===== src/rtl/mod_99_verify_ctrl_if.sv =====
// Handshake bundle between the verify/respond controller and the TX/RX processing blocks.
// master = controller side (drives the send requests), slave = TX/RX side.
interface mod_99_verify_ctrl_if;
    logic rcv_v;
    logic rcv_r;
    logic send_v_ack;
    logic send_r_ack;
    logic send_v;
    logic send_r;

    modport master (
        input  rcv_v, rcv_r, send_v_ack, send_r_ack,
        output send_v, send_r
    );

    modport slave (
        output rcv_v, rcv_r, send_v_ack, send_r_ack,
        input  send_v, send_r
    );
endinterface


===== src/rtl/mod_99_verify_ctrl.sv =====
// MAC Merge verify/respond controller: sequences verify mPackets, times responses,
// and reports preemption activity and verification status to TX and management.
module mod_99_verify_ctrl #(
    parameter int unsigned VERIFY_TIME_CYC = 8000,
    parameter int unsigned VERIFY_LIMIT    = 3,
    parameter int unsigned TMR_W           = 13
) (
    input  logic                      clk,
    input  logic                      reset_begin,
    input  logic                      pEnable,
    input  logic                      disableVerify,
    input  logic                      link_fail,
    mod_99_verify_ctrl_if.master      bus,
    output logic                      pActive,
    output logic [2:0]                verify_status,
    output logic [2:0]                verifyCnt,
    output logic [2:0]                verify_state
);

    localparam int unsigned CNT_W = 3;
    localparam logic [TMR_W-1:0] TMR_LOAD  = TMR_W'(VERIFY_TIME_CYC - 1);
    localparam logic [CNT_W-1:0] CNT_LIMIT = CNT_W'(VERIFY_LIMIT);
    localparam logic [CNT_W-1:0] CNT_MAX   = '1;

    localparam logic [2:0] ST_INITIAL   = 3'd0;
    localparam logic [2:0] ST_VERIFYING = 3'd1;
    localparam logic [2:0] ST_SUCCEEDED = 3'd2;
    localparam logic [2:0] ST_FAILED    = 3'd3;
    localparam logic [2:0] ST_DISABLED  = 3'd4;

    typedef enum logic [2:0] {
        INIT_VERIFICATION = 3'd0,
        SEND_VERIFY       = 3'd1,
        WAIT_FOR_RESPONSE = 3'd2,
        VERIFIED          = 3'd3,
        VERIFY_FAIL       = 3'd4,
        VERIFY_DISABLED   = 3'd5
    } state_t;

    state_t           state, nextState;
    logic [TMR_W-1:0] timer, timerNext;
    logic [CNT_W-1:0] cntQ, cntNext;
    logic             sendVQ, sendVNext;
    logic             sendRQ, sendRNext;
    logic             pActiveQ, pActiveNext;
    logic [2:0]       statusQ, statusNext;
    logic             abort;

    assign bus.send_v    = sendVQ;
    assign bus.send_r    = sendRQ;
    assign pActive       = pActiveQ;
    assign verify_status = statusQ;
    assign verifyCnt     = cntQ;
    assign verify_state  = state;

    always_ff @(posedge clk) begin
        if (reset_begin) begin
            state    <= INIT_VERIFICATION;
            timer    <= '0;
            cntQ     <= '0;
            sendVQ   <= 1'b0;
            sendRQ   <= 1'b0;
            pActiveQ <= 1'b0;
            statusQ  <= ST_INITIAL;
        end else begin
            state    <= nextState;
            timer    <= timerNext;
            cntQ     <= cntNext;
            sendVQ   <= sendVNext;
            sendRQ   <= sendRNext;
            pActiveQ <= pActiveNext;
            statusQ  <= statusNext;
        end
    end

    always_comb begin
        nextState   = state;
        timerNext   = timer;
        cntNext     = cntQ;
        sendVNext   = 1'b0;
        sendRNext   = sendRQ;
        pActiveNext = 1'b0;
        statusNext  = ST_INITIAL;
        abort       = link_fail || !pEnable;

        if (abort) begin
            nextState = INIT_VERIFICATION;
            timerNext = '0;
            cntNext   = '0;
        end else begin
            unique case (state)
                INIT_VERIFICATION: begin
                    cntNext   = '0;
                    nextState = disableVerify ? VERIFY_DISABLED : SEND_VERIFY;
                end
                SEND_VERIFY: begin
                    if (disableVerify) begin
                        nextState = VERIFY_DISABLED;
                    end else if (bus.send_v_ack) begin
                        cntNext   = (cntQ == CNT_MAX) ? cntQ : cntQ + CNT_W'(1);
                        timerNext = TMR_LOAD;
                        nextState = WAIT_FOR_RESPONSE;
                    end
                end
                WAIT_FOR_RESPONSE: begin
                    // A response landing on the timeout cycle still counts as success
                    if (disableVerify) begin
                        nextState = VERIFY_DISABLED;
                    end else if (bus.rcv_r) begin
                        nextState = VERIFIED;
                    end else if (timer == '0) begin
                        nextState = (cntQ < CNT_LIMIT) ? SEND_VERIFY : VERIFY_FAIL;
                    end else begin
                        timerNext = timer - TMR_W'(1);
                    end
                end
                VERIFIED, VERIFY_FAIL: nextState = state;
                VERIFY_DISABLED: begin
                    if (!disableVerify) nextState = INIT_VERIFICATION;
                end
                default: nextState = INIT_VERIFICATION;
            endcase
        end

        // Outputs are a function of the state being entered so they register in step with it
        unique case (nextState)
            SEND_VERIFY: begin
                sendVNext  = 1'b1;
                statusNext = ST_VERIFYING;
            end
            WAIT_FOR_RESPONSE: statusNext = ST_VERIFYING;
            VERIFIED: begin
                pActiveNext = 1'b1;
                statusNext  = ST_SUCCEEDED;
            end
            VERIFY_FAIL: statusNext = ST_FAILED;
            VERIFY_DISABLED: begin
                pActiveNext = 1'b1;
                statusNext  = ST_DISABLED;
            end
            default: statusNext = ST_INITIAL;
        endcase

        // Respond request: a new verify wins over a same-cycle ack; repeats merge
        if (abort) begin
            sendRNext = 1'b0;
        end else if (bus.rcv_v) begin
            sendRNext = 1'b1;
        end else if (bus.send_r_ack) begin
            sendRNext = 1'b0;
        end
    end

endmodule


===== src/flat_wrapper.sv =====
// flat-port wrapper written by rule: the top's interface ports become plain ports
module mod_99_verify_ctrl_flat 
#(
    parameter int unsigned VERIFY_TIME_CYC = 8000,
    parameter int unsigned VERIFY_LIMIT    = 3,
    parameter int unsigned TMR_W           = 13
)
  (clk, reset_begin, pEnable, disableVerify, link_fail, pActive, verify_status, verifyCnt, verify_state, bus_rcv_v, bus_rcv_r, bus_send_v_ack, bus_send_r_ack, bus_send_v, bus_send_r);
  mod_99_verify_ctrl_if bus_i ();
  input  logic clk;
  input  logic reset_begin;
  input  logic pEnable;
  input  logic disableVerify;
  input  logic link_fail;
  output logic pActive;
  output logic [2:0] verify_status;
  output logic [2:0] verifyCnt;
  output logic [2:0] verify_state;
  input wire logic [$bits(bus_i.rcv_v)-1:0] bus_rcv_v;
  input wire logic [$bits(bus_i.rcv_r)-1:0] bus_rcv_r;
  input wire logic [$bits(bus_i.send_v_ack)-1:0] bus_send_v_ack;
  input wire logic [$bits(bus_i.send_r_ack)-1:0] bus_send_r_ack;
  output wire logic [$bits(bus_i.send_v)-1:0] bus_send_v;
  output wire logic [$bits(bus_i.send_r)-1:0] bus_send_r;
  assign bus_i.rcv_v = bus_rcv_v;
  assign bus_i.rcv_r = bus_rcv_r;
  assign bus_i.send_v_ack = bus_send_v_ack;
  assign bus_i.send_r_ack = bus_send_r_ack;
  assign bus_send_v = bus_i.send_v;
  assign bus_send_r = bus_i.send_r;
  mod_99_verify_ctrl #(.VERIFY_TIME_CYC(VERIFY_TIME_CYC), .VERIFY_LIMIT(VERIFY_LIMIT), .TMR_W(TMR_W)) u_core (.clk(clk), .reset_begin(reset_begin), .pEnable(pEnable), .disableVerify(disableVerify), .link_fail(link_fail), .bus(bus_i), .pActive(pActive), .verify_status(verify_status), .verifyCnt(verifyCnt), .verify_state(verify_state));
endmodule

===== config.mk =====
export PLATFORM = sky130hd
export DESIGN_NAME = mod_99_verify_ctrl_flat
export DESIGN_NICKNAME = d
export VERILOG_FILES = /design/src/rtl/mod_99_verify_ctrl_if.sv /design/src/rtl/mod_99_verify_ctrl.sv /design/src/flat_wrapper.sv
export SDC_FILE = /design/constraint.sdc
export NUM_CORES = 1
export LEC_CHECK = 0
export CORE_MARGIN = 5
export CORE_UTILIZATION = 59
export CTS_BUF_LIST = sky130_fd_sc_hd__clkbuf_4
export DETAILED_ROUTE_END_ITERATION = 12
export PLACE_DENSITY = 0.84
export SYNTH_ARGS = -nofsm -noshare
export SYNTH_HDL_FRONTEND = slang
export SYNTH_SLANG_ARGS = --single-unit

===== constraint.sdc =====
create_clock -name clk -period 5.16 [get_ports clk]
set_input_delay 1.032 -clock clk [delete_from_list [all_inputs] [get_ports clk]]
set_output_delay 1.032 -clock clk [all_outputs]
set_load 0.005 [all_outputs]

==> flow_summary.toml <==
[die]
dieArea_um2 = 3230
start_util = 0.602
rows = 17
core_area_um2 = 2150
die_h_um = 56.8
ios = 21
die_x_um = 56.8

[detailed_routing]
wl_per_cell_um = 15.1
drt.antenna.violating_nets = 0
via_count = 1168
drc = 0
drt-pass1-iter-count = 4
wl_um = 2940
avgViaCountPerCell = 5.99
drt-initial-drc-count = 34

[sta]
tightest_slew_ps = 1090
fin_crit_ps = 2880
setup_tns_ps = 0
fmax_mhz = 347
rsz0062_at_grt = "false"
skew_ps = 4.47
slew_headroom = 0.252
slew_violations = 0
setup_violations = 0
hold_viol = 0
period_share = 0.558
setup_ws_ps = 2280

[final_layout]
num_antenna_cells = 0
utilization = 0.715
nFillCells = 172
syn_to_final_growth_pct = 18.7
nets = 180
fin_cells = 195
drive_gt1_frac = 0.0958

[logic_synthesis]
syn_area_um2 = 1290
ys_types = 43
synth_edf_count = 0
netlist_instances = 149
syn_avg_cell_area_um2 = 8.68
ys_seq_area_frac = 0.387
synth_most_common_cell = "dfxtp_1"
async_flop_share = 0
yosys.area.top_type_share = 0.387
ys_ff_latch = 25
synth_nets = 161
ys_warn_count = 0
ys.flop_type = "dfxtp_1"
synth_area_leaders = "dfxtp_1 39%, a21oi_1 6.2%, nor2_1 5.8%"
yosys.area.top_type = "dfxtp_1"
synth_commonest_cells = "25 x dfxtp_1, 20 x nor2_1, 16 x a21oi_1, 10 x nor3_1, 6 x xnor2_1"

[worst_setup_path]
worstSetupEndpointType = "flop"
crit_slowest_cell = "a2111oi_0"
start_kind = "primary input"
worstPathArrival_ps = 3140
crit_required_ps = 5420
startpoint = "bus_send_v_ack"
critPathBufInv = 1
critPathKind = "in -> reg"
r2r_start = "u_core.timer[0]"
max_stage_delay_ps = 970
crit_chain = "clkdlybuf4s50_1 -> nand3b_1 -> a2111oi_0 -> nand3_1 -> xor2_1 -> a21oi_1"
crit_family = "compound AO/OA/AOI/OAI gates"
cp_max_fo = 4

[pwr]
p_leak_nw = 0.532
ir_drop_mv = 0.203
finalPower_uw = 324
power.density_nw_per_um2 = 211

[clocking]
clk_pin_slew_ps = 130
cts.path.max_buffers = 2
cts_tree = "yes"
htreeDepth = 1
cts_resized = 0
insertion_delay_ps = 310
cts_buffers = 3
holdBufCountCts = 0
clkSinkCount = 25
post_cts_buffers = 0
ctsRootBufferMaster = "clkbuf_4"

[place]
portBuffers = 20
numPlacedInstances = 191
gp_congestion = 0.845
post-dp-hpwl_um = 2230
post-place-ws_ps = 1990

[worst_hold_path]
hp-class = "reg -> reg"
hold_start = "u_core.bus.send_r"

[job]
drv_cap = 0

[global_route]
grt_start_max_net_pins = 18
antenna_found_initial = 0
grt_overflow = 0
grt_pass1_wl_um = 4990
grt_pass1_vias = 1110
grt_usage = 0.193

[outcome]
status = "finished, final reports clean"
layout make-up:
cell class / count / area (um2) / share of cell area
Tap cell: 28 / 35.0 / 0.0228
Multi-Input combinational cell: 113 / 751 / 0.489
Clock buffer: 4 / 30.0 / 0.0196
Sequential cell: 25 / 500 / 0.326
Timing Repair Buffer: 20 / 200 / 0.130
Inverter: 5 / 18.8 / 0.0122
registers in the layout, indices dropped and copies added, names as in the netlist:
register	count
u_core.pActive	1
u_core.timer	13
u_core.verify_status	3
u_core.verify_state	3
u_core.verifyCnt	3
u_core.bus.send_r	1
u_core.bus.send_v	1
per-stage QoR:
stage	hold WS (ps)	instance area [um2]
2_1_floorplan	474	1290
3_3_place_gp	471	1510
3_5_place_dp	520	1510
4_1_cts	550	1540
5_1_grt	573	1540
6_report	541	1540
worst register-to-register path: cells and delay by family, from the launching register on:
kind	cells	cell delay, ps
flip-flops	1	380
AO/OA/AOI/OAI	3	540
AND/OR/NAND/NOR	2	1070
buffers and inverters	1	90
adder cells (fa/ha/maj)	1	200
path summary, 6_finish.rpt:
kind                              to  slack (ps)  depth (start not counted)
max                  u_core.timer[2]        2280                          6
min                u_core.bus.send_r         540                          2
max reg2reg  u_core.verify_status[0]        2810                          7
min reg2reg        u_core.bus.send_r         540                          2
power breakdown:
group / leakage (nW) / internal (mW) / switching (mW) / total, mW
clock: 0.0184 / 0.0355 / 0.0573 / 0.0928
combinational: 0.312 / 0.0174 / 0.0158 / 0.0332
sequential: 0.202 / 0.195 / 0.00252 / 0.198
total: 0.532 / 0.248 / 0.0757 / 0.324
cells in the final DEF (no fill, tap or decap), drive strengths merged, types with 2 or more instances in the layout:
master,count
o21ai,3
nand4,2
o31ai,2
nand3,3
ha,3
nor3,10
nor4,6
inv,5
a311oi,2
nor4b,2
xnor2,6
xor2,4
nand2b,5
or3b,2
a22oi,2
nor2,20
nand2,4
nor3b,3
or4,3
clkdlybuf4s50,20
a21oi,17
dfxtp,25
clkbuf,4
metal layers:
layer	GRT usage	wire length [um]	up-vias
li1	-	-	584
met4	0.0629	17	0
met2	0.335	1470	28
met1	0.239	1320	553
met5	0	0	-
met3	0.0322	126	3
kinds of logic after synthesis:
logic type	Yosys count	synth area share
xor+xnor	10	0.0677
flops	25	0.387
fa+ha+maj	3	0.0290
simple gates	67	0.305
compound gates	33	0.179
buf+inv	11	0.0329
No activity file was read; power rests on OpenSTA's default activity.
